[config.mk]
export PLATFORM = sky130hd
export DESIGN_NAME = vec_mul_controller
export DESIGN_NICKNAME = d
export VERILOG_FILES = /design/src/rtl/vec_mul_ctrl_pkg.sv /design/src/rtl/valid_delay_line.sv /design/src/rtl/vec_mul_controller.sv
export SDC_FILE = /design/constraint.sdc
export NUM_CORES = 1
export LEC_CHECK = 0
export BUFFER_PORTS_ARGS = -buffer_cell sky130_fd_sc_hd__buf_2
export CELL_PAD_IN_SITES_DETAIL_PLACEMENT = 1
export CELL_PAD_IN_SITES_GLOBAL_PLACEMENT = 2
export CORE_MARGIN = 1.5
export CORE_UTILIZATION = 34
export CTS_BUF_LIST = sky130_fd_sc_hd__clkbuf_8
export DETAILED_ROUTE_END_ITERATION = 10
export PLACE_DENSITY_LB_ADDON = 0.1
export SYNTH_ARGS = -nofsm -noshare
export SYNTH_HDL_FRONTEND = slang
export SYNTH_SLANG_ARGS = --single-unit
[constraint.sdc]
create_clock -name clk -period 2.4 [get_ports clk]
set_clock_uncertainty 0.2 [all_clocks]
set_input_delay 0.24 -clock clk [delete_from_list [all_inputs] [get_ports clk]]
set_output_delay 0.24 -clock clk [all_outputs]
set_load 0.02 [all_outputs]
[src/rtl/vec_mul_ctrl_pkg.sv]
// Shared definitions for the vector-multiply sequencer: state encoding and
// default job geometry.
package vec_mul_ctrl_pkg;

  // Default number of UB vectors streamed per job.
  localparam int VM_NUM_VECTORS = 8;

  // Default cycles from UB address issue to result valid at the result SRAM.
  localparam int VM_PIPE_LAT = 9;

  // Sequencer states.
  typedef enum logic [2:0] {
    IDLE   = 3'd0,
    LOAD_W = 3'd1,
    RELOAD = 3'd2,
    STREAM = 3'd3,
    DRAIN  = 3'd4,
    DONE   = 3'd5
  } vm_state_e;

endpackage : vec_mul_ctrl_pkg

[src/rtl/valid_delay_line.sv]
// Fixed-depth 1-bit shift register.
// It turns the UB read strobe into the result-SRAM write strobe by delaying
// it exactly PIPE_LAT cycles. An async clear discards any in-flight strobes.
module valid_delay_line
  import vec_mul_ctrl_pkg::*;
#(
  parameter int PIPE_LAT = VM_PIPE_LAT
) (
  input  logic clk,
  input  logic rstn,
  input  logic valid_i,
  output logic valid_o
);

  logic [PIPE_LAT-1:0] sr_q;
  logic [PIPE_LAT-1:0] sr_d;

  // Shift toward the MSB. The new strobe enters at bit 0.
  // The shift-then-insert form also covers PIPE_LAT == 1.
  always_comb begin
    sr_d    = sr_q << 1;
    sr_d[0] = valid_i;
  end

  // Shift register state; cleared asynchronously so pending writes are dropped.
  always_ff @(posedge clk or negedge rstn) begin
    if (!rstn) sr_q <= '0;
    else       sr_q <= sr_d;
  end

  assign valid_o = sr_q[PIPE_LAT-1];

endmodule : valid_delay_line

[src/rtl/vec_mul_controller.sv]
// Sequencer for the 1x64 vector-multiply datapath.
// One job runs in this order:
//   - pop a weight set from the weight FIFO;
//   - strobe a weight reload into the array;
//   - stream NUM_VECTORS consecutive UB addresses;
//   - write each result row PIPE_LAT cycles after its address was issued;
//   - pulse end_ once the last write has gone out.
//
// Handshake semantics:
//   - start is a level that is only sampled in IDLE. It is ignored, not
//     queued, in every other state.
//   - The FIFO pop (fifo_read_enable) is issued only in LOAD_W while
//     fifo_empty is low. An empty FIFO stalls the job indefinitely.
//   - ub_addr and res_address are qualified by ub_addr_valid and
//     res_write_enable respectively, and they read as zero when not qualified.
module vec_mul_controller
  import vec_mul_ctrl_pkg::*;
#(
  parameter int ADDRESSSIZE = 10,
  parameter int NUM_VECTORS = VM_NUM_VECTORS,
  parameter int PIPE_LAT    = VM_PIPE_LAT
) (
  input  logic                   clk,
  input  logic                   rstn,
  input  logic                   start,
  input  logic [ADDRESSSIZE-1:0] ub_base_addr,
  input  logic [ADDRESSSIZE-1:0] res_base_addr,
  input  logic                   fifo_empty,
  output logic                   fifo_read_enable,
  output logic                   weight_reload,
  output logic [ADDRESSSIZE-1:0] ub_addr,
  output logic                   ub_addr_valid,
  output logic                   res_write_enable,
  output logic [ADDRESSSIZE-1:0] res_address,
  output logic                   busy,
  output logic                   end_
);

  localparam int            CW     = $clog2(NUM_VECTORS + 1);
  localparam logic [CW-1:0] LAST_I = CW'(NUM_VECTORS - 1);
  localparam logic [CW-1:0] NUM_V  = CW'(NUM_VECTORS);

  vm_state_e              state_q, state_d;
  logic [ADDRESSSIZE-1:0] ub_base_q, ub_base_d;
  logic [ADDRESSSIZE-1:0] res_base_q, res_base_d;
  logic [CW-1:0]          i_q, i_d;   // UB addresses issued in this job
  logic [CW-1:0]          j_q, j_d;   // result writes completed in this job
  logic                   wr_strobe;

  // Delays the UB read strobe by the datapath latency to form the write strobe.
  valid_delay_line #(
    .PIPE_LAT(PIPE_LAT)
  ) u_valid_delay_line (
    .clk    (clk),
    .rstn   (rstn),
    .valid_i(ub_addr_valid),
    .valid_o(wr_strobe)
  );

  // Next-state, base-address latch and issue/write counter updates.
  always_comb begin
    state_d    = state_q;
    ub_base_d  = ub_base_q;
    res_base_d = res_base_q;
    i_d        = i_q;
    j_d        = j_q;

    // Writes retire in any state; DRAIN looks at the post-increment count
    // so end_ lands in the cycle right after the final write.
    if (wr_strobe) j_d = j_q + CW'(1);

    case (state_q)
      IDLE: begin
        if (start) begin
          ub_base_d  = ub_base_addr;
          res_base_d = res_base_addr;
          i_d        = '0;
          j_d        = '0;
          state_d    = LOAD_W;
        end
      end
      LOAD_W: begin
        if (!fifo_empty) state_d = RELOAD;
      end
      RELOAD: begin
        state_d = STREAM;
      end
      STREAM: begin
        i_d = i_q + CW'(1);
        if (i_q == LAST_I) state_d = DRAIN;
      end
      DRAIN: begin
        if (j_d == NUM_V) state_d = DONE;
      end
      DONE: begin
        state_d = IDLE;
      end
      default: begin
        state_d = IDLE;
      end
    endcase
  end

  // State, base-address and counter registers.
  always_ff @(posedge clk or negedge rstn) begin
    if (!rstn) begin
      state_q    <= IDLE;
      ub_base_q  <= '0;
      res_base_q <= '0;
      i_q        <= '0;
      j_q        <= '0;
    end else begin
      state_q    <= state_d;
      ub_base_q  <= ub_base_d;
      res_base_q <= res_base_d;
      i_q        <= i_d;
      j_q        <= j_d;
    end
  end

  // Output decode from registered state and counters.
  // Address sums wrap modulo 2^ADDRESSSIZE.
  assign fifo_read_enable = (state_q == LOAD_W) && !fifo_empty;
  assign weight_reload    = (state_q == RELOAD);
  assign ub_addr_valid    = (state_q == STREAM);
  assign ub_addr          = ub_addr_valid ? ub_base_q + ADDRESSSIZE'(i_q) : '0;
  assign res_write_enable = wr_strobe;
  assign res_address      = wr_strobe ? res_base_q + ADDRESSSIZE'(j_q) : '0;
  assign busy             = (state_q != IDLE);
  assign end_             = (state_q == DONE);

endmodule : vec_mul_controller

==> metrics.md <==
| Metric | Value |
|---|---|
| Total Wirelength | 6200 um |
| Commonest cells after routing, fill and taps aside | 39 x dfrtp_1, 39 x buf_4, 36 x buf_2, 24 x nand2_1, 21 x dlygate4sd3_1 |
| Share of cells above drive strength 1 | 42.5% |
| Synth-to-layout area growth | 49.0% |
| Clock Sinks | 40 |
| Htree depth | 2 |
| Power per cell area | 1270 nW/um^2 |
| Clk Latency, worst-skew pair | 0.30 ns |
| Setup crit start kind | flip-flop |
| Tightest slew margin relative to the limit | 40.5% |
| Hold slack | 0.106 ns |
| Net count, final | 362 |
| # IOs | 50 |
| Initial Util | a little over a third |
| Vias in the first global route | 2,147 |
| Worst Setup End Kind | output pin |
| Die span in y | 84.4 um |
| Hold WC Path Type | input pin to flip-flop |
| Synth Area in Compound Gates | between 10% and 20% |
| Clock network power share | 14.2% |
| Maximum number of pins on one net before global-route repair | 41 |
| DIE AREA | about 7100 um^2 |
| Placeable Area | 6390 um^2 |
| Finish-stage setup viols | 8 |
| Row cnt | 29 |
| YS warnings | 0 |
| HPWL after detailed placement | 3930 um |
| Worst Path Arrival | 2.10 ns |
| NetSw | 0.00174 W |
| Port Buf Inserts | 49 |
| Run status | finished, violations left |
| Sw frac | 40.6% |
| Mapped Nets | 264 |
| Sequential Power Share | a little under a third |
| DRT iter0 DRCs | 71 |
| Antenna cell count | 0 |
| Setup WS post-layout | -0.138 ns |
| # DRC | 0 |
| Fin crit share | 106% |
| Sequential fraction of the synthesis area | 44.4% |
| Fin util | 52.6% |
| Clock tree buffer depth | 2 |
| Root buffer cell | clkbuf_8 |
| Drt wl/cell | approximately 15 um |
| Detail-routed via count per cell | around 5.0 |
| Largest family of logic cells by synthesized area | simple AND/OR/NAND/NOR gates |
| Mapped Area | 2250 um^2 |
| Logic pwr share | 55.6% |
| Primary FF master, synth | dfrtp_1 |
| Xor-xnor portion of the synthesized cell area | 1.55% |
| Synth Area in Adders | 7.33% |
| Failing checks | negative setup slack |
| Unrepaired setup endpoints after global routing | true |
| CTS tree | built |
| Routability Congestion | 0.732 |
| Total track usage | 17.7% |
| Static Leak | 1.50 nW |
| CP required | 1.96 ns |
| Multiplexer share of the synthesized area | 10.7% |
| Total CTS buffers | 5 |
| Total number of vias | 2,040 |
| Post-synth EDFFs | 0 |
| Worst IR drop on VDD | around 560 uV |
| Max_cap viols | 0 |
| First-pass GRT wire length | slightly above 10,000 um |
| Pre-antenna DRT Iters | 4 |
| Number of library cell types mapped by synthesis | 41 |
| Antenna violations before repair | 0 |
| Min Tclk post-route | 2.54 ns |
| Slew @ Worst Pin | 0.893 ns |
| CP Class | flip-flop to output pin |
| Dpl cells | 359 |
| Slew Viols, Final | 0 |
| #FFs+latches synth | 40 |
| Int Pwr | between 0.002 and 0.003 W |
| Mapped Cells | 228 |
| Grt ovf | 0 |
| Fill count | 715 |
| Mean area per synthesized cell | 9.88 um^2 |
| Die Wd | 84.4 um |
| Top fanout value on the critical path | 6 |
| F_max | approximately 390 MHz |
| Fin cells | ~400 |
| Pwr Total | 0.00428 W |
| Clk pin slew, worst setup/hold paths | 0.08 ns |
| Simple-Gate Fraction of Synth Area | 17.5% |
| Post-synth ARST share | 100% |
| Final Hold Viols | 0 |
| Post-DRT Antenna Nets | 0 |
-- layer usage --
metal  vias up  GRT usage, %  part of all wire (%)
met1      1007          22.0                    43
met4         0          5.57                   1.2
li1        991             -                     -
met3         7          2.16                   2.5
met2        35          31.9                    53
met5         -             0                     0
-- area by class of cell --
class	count	area, um^2	area share [%]
multi-input cells	166	1350	40.3
flip-flops and latches	40	1000	29.8
repair buffers	100	728	21.7
clock buffers	7	96.3	2.87
well taps	77	96.3	2.87
inverters	13	52.6	1.56
clock inverters	1	30.0	0.894
-- worst max-delay path, stage by stage, from the launching register on --
cell and delay, ns:
dfrtp_1 0.37, ha_2 0.20, inv_2 0.04, fa_2 0.36
nor2b_4 0.15, o21ai_4 0.08, a2111o_1 0.36, o21ai_1 0.08
buf_4 0.16
-- cells in the mapped netlist, types with 2 or more instances --
library cell  number  share of area, %
mux2i_1            5               2.2
a211oi_1           5               1.7
nand4_1            3              0.83
ha_1              10               5.6
inv_1             13               2.2
nand3_1            4              0.89
dfrtp_1           40                44
mux2_2            17               8.5
o21ai_0           21               4.7
a21boi_0           3               1.0
a21oi_1           11               2.4
nor2_1            17               2.8
buf_4              3               1.0
a2111o_1           2               1.0
buf_2              2              0.44
nor3b_1            4               1.3
xor2_1             3               1.2
and2_1             2              0.56
nand2b_1           3              0.83
nand3b_1           2              0.67
nor3_1             6               1.3
nor4_1             2              0.56
fa_1               2               1.8
nand2_1           24               4.0
a21o_1             3               1.0
nor2b_1            4               1.1
clkbuf_1           2              0.33
or3_1              2              0.56
-- timing repair --
action / 4_1_cts / 5_1_grt
hold buffers: 21 / 0
endpoints found under the setup margin: 12 / 14
buffers inserted: 11 / 7
endpoints found under the hold margin: 60 / 0
resized for setup: 34 / 31
pin swaps: 13 / 12
-- final timing paths --
| kind | cells past startpoint | endpoint | slack (ns) | from |
|---|---|---|---|---|
| max | 8 | ub_addr[8] | -0.14 | i_q[0] |
| min in group asynchronous | 2 | state_q[0] | 0.40 | rstn |
| min | 4 | state_q[1] | 0.11 | fifo_empty |
| min reg2reg | 0 | u_valid_delay_line.sr_q[2] | 0.15 | u_valid_delay_line.sr_q[1] |
| max reg2reg | 8 | state_q[0] | 0.17 | j_q[0] |
| max in group asynchronous | 2 | j_q[3] | 0.99 | rstn |
-- kinds of logic (layout without fill, tap and decap cells) --
| kind of cell | count (synthesis) | after routing |
|---|---|---|
| buffers and inverters | 22 | 121 |
| xor gates and xnor gates | 4 | 4 |
| muxes | 22 | 22 |
| AOI/OAI and AO/OA | 51 | 51 |
| and+or+nand+nor | 77 | 77 |
| adders and majority gates | 12 | 12 |
| DFF | 40 | 40 |
-- power groups by stage --
stage          Combinational (W)  Clock [W]  Sequential, W
4_1_cts                  0.00208   0.000624        0.00127
3_3_place_gp             0.00173          0        0.00125
2_1_floorplan            0.00124          0        0.00120
3_5_place_dp             0.00176          0        0.00126
6_report                 0.00238   0.000609        0.00129
5_1_grt                  0.00261   0.000652        0.00135
-- per-stage QoR --
step | setup slack [ns] | instance area (um^2) | setup TNS, ns
final | -0.138 | 3360 | -0.597
after global routing | -0.249 | 3360 | -1.86
after CTS | -0.147 | 3190 | -0.486
after detailed placement | -0.0530 | 2640 | -0.102
after global placement | -0.0141 | 2640 | -0.0273
after floorplan | 0.00927 | 2250 | 0
-- state kept, by name, summed over array words and instances, names as in the netlist --
signal,count
res_base_q,10
i_q,4
u_valid_delay_line.sr_q,9
j_q,4
state_q,3
ub_base_q,10
No activity file was read; power rests on OpenSTA's default activity.
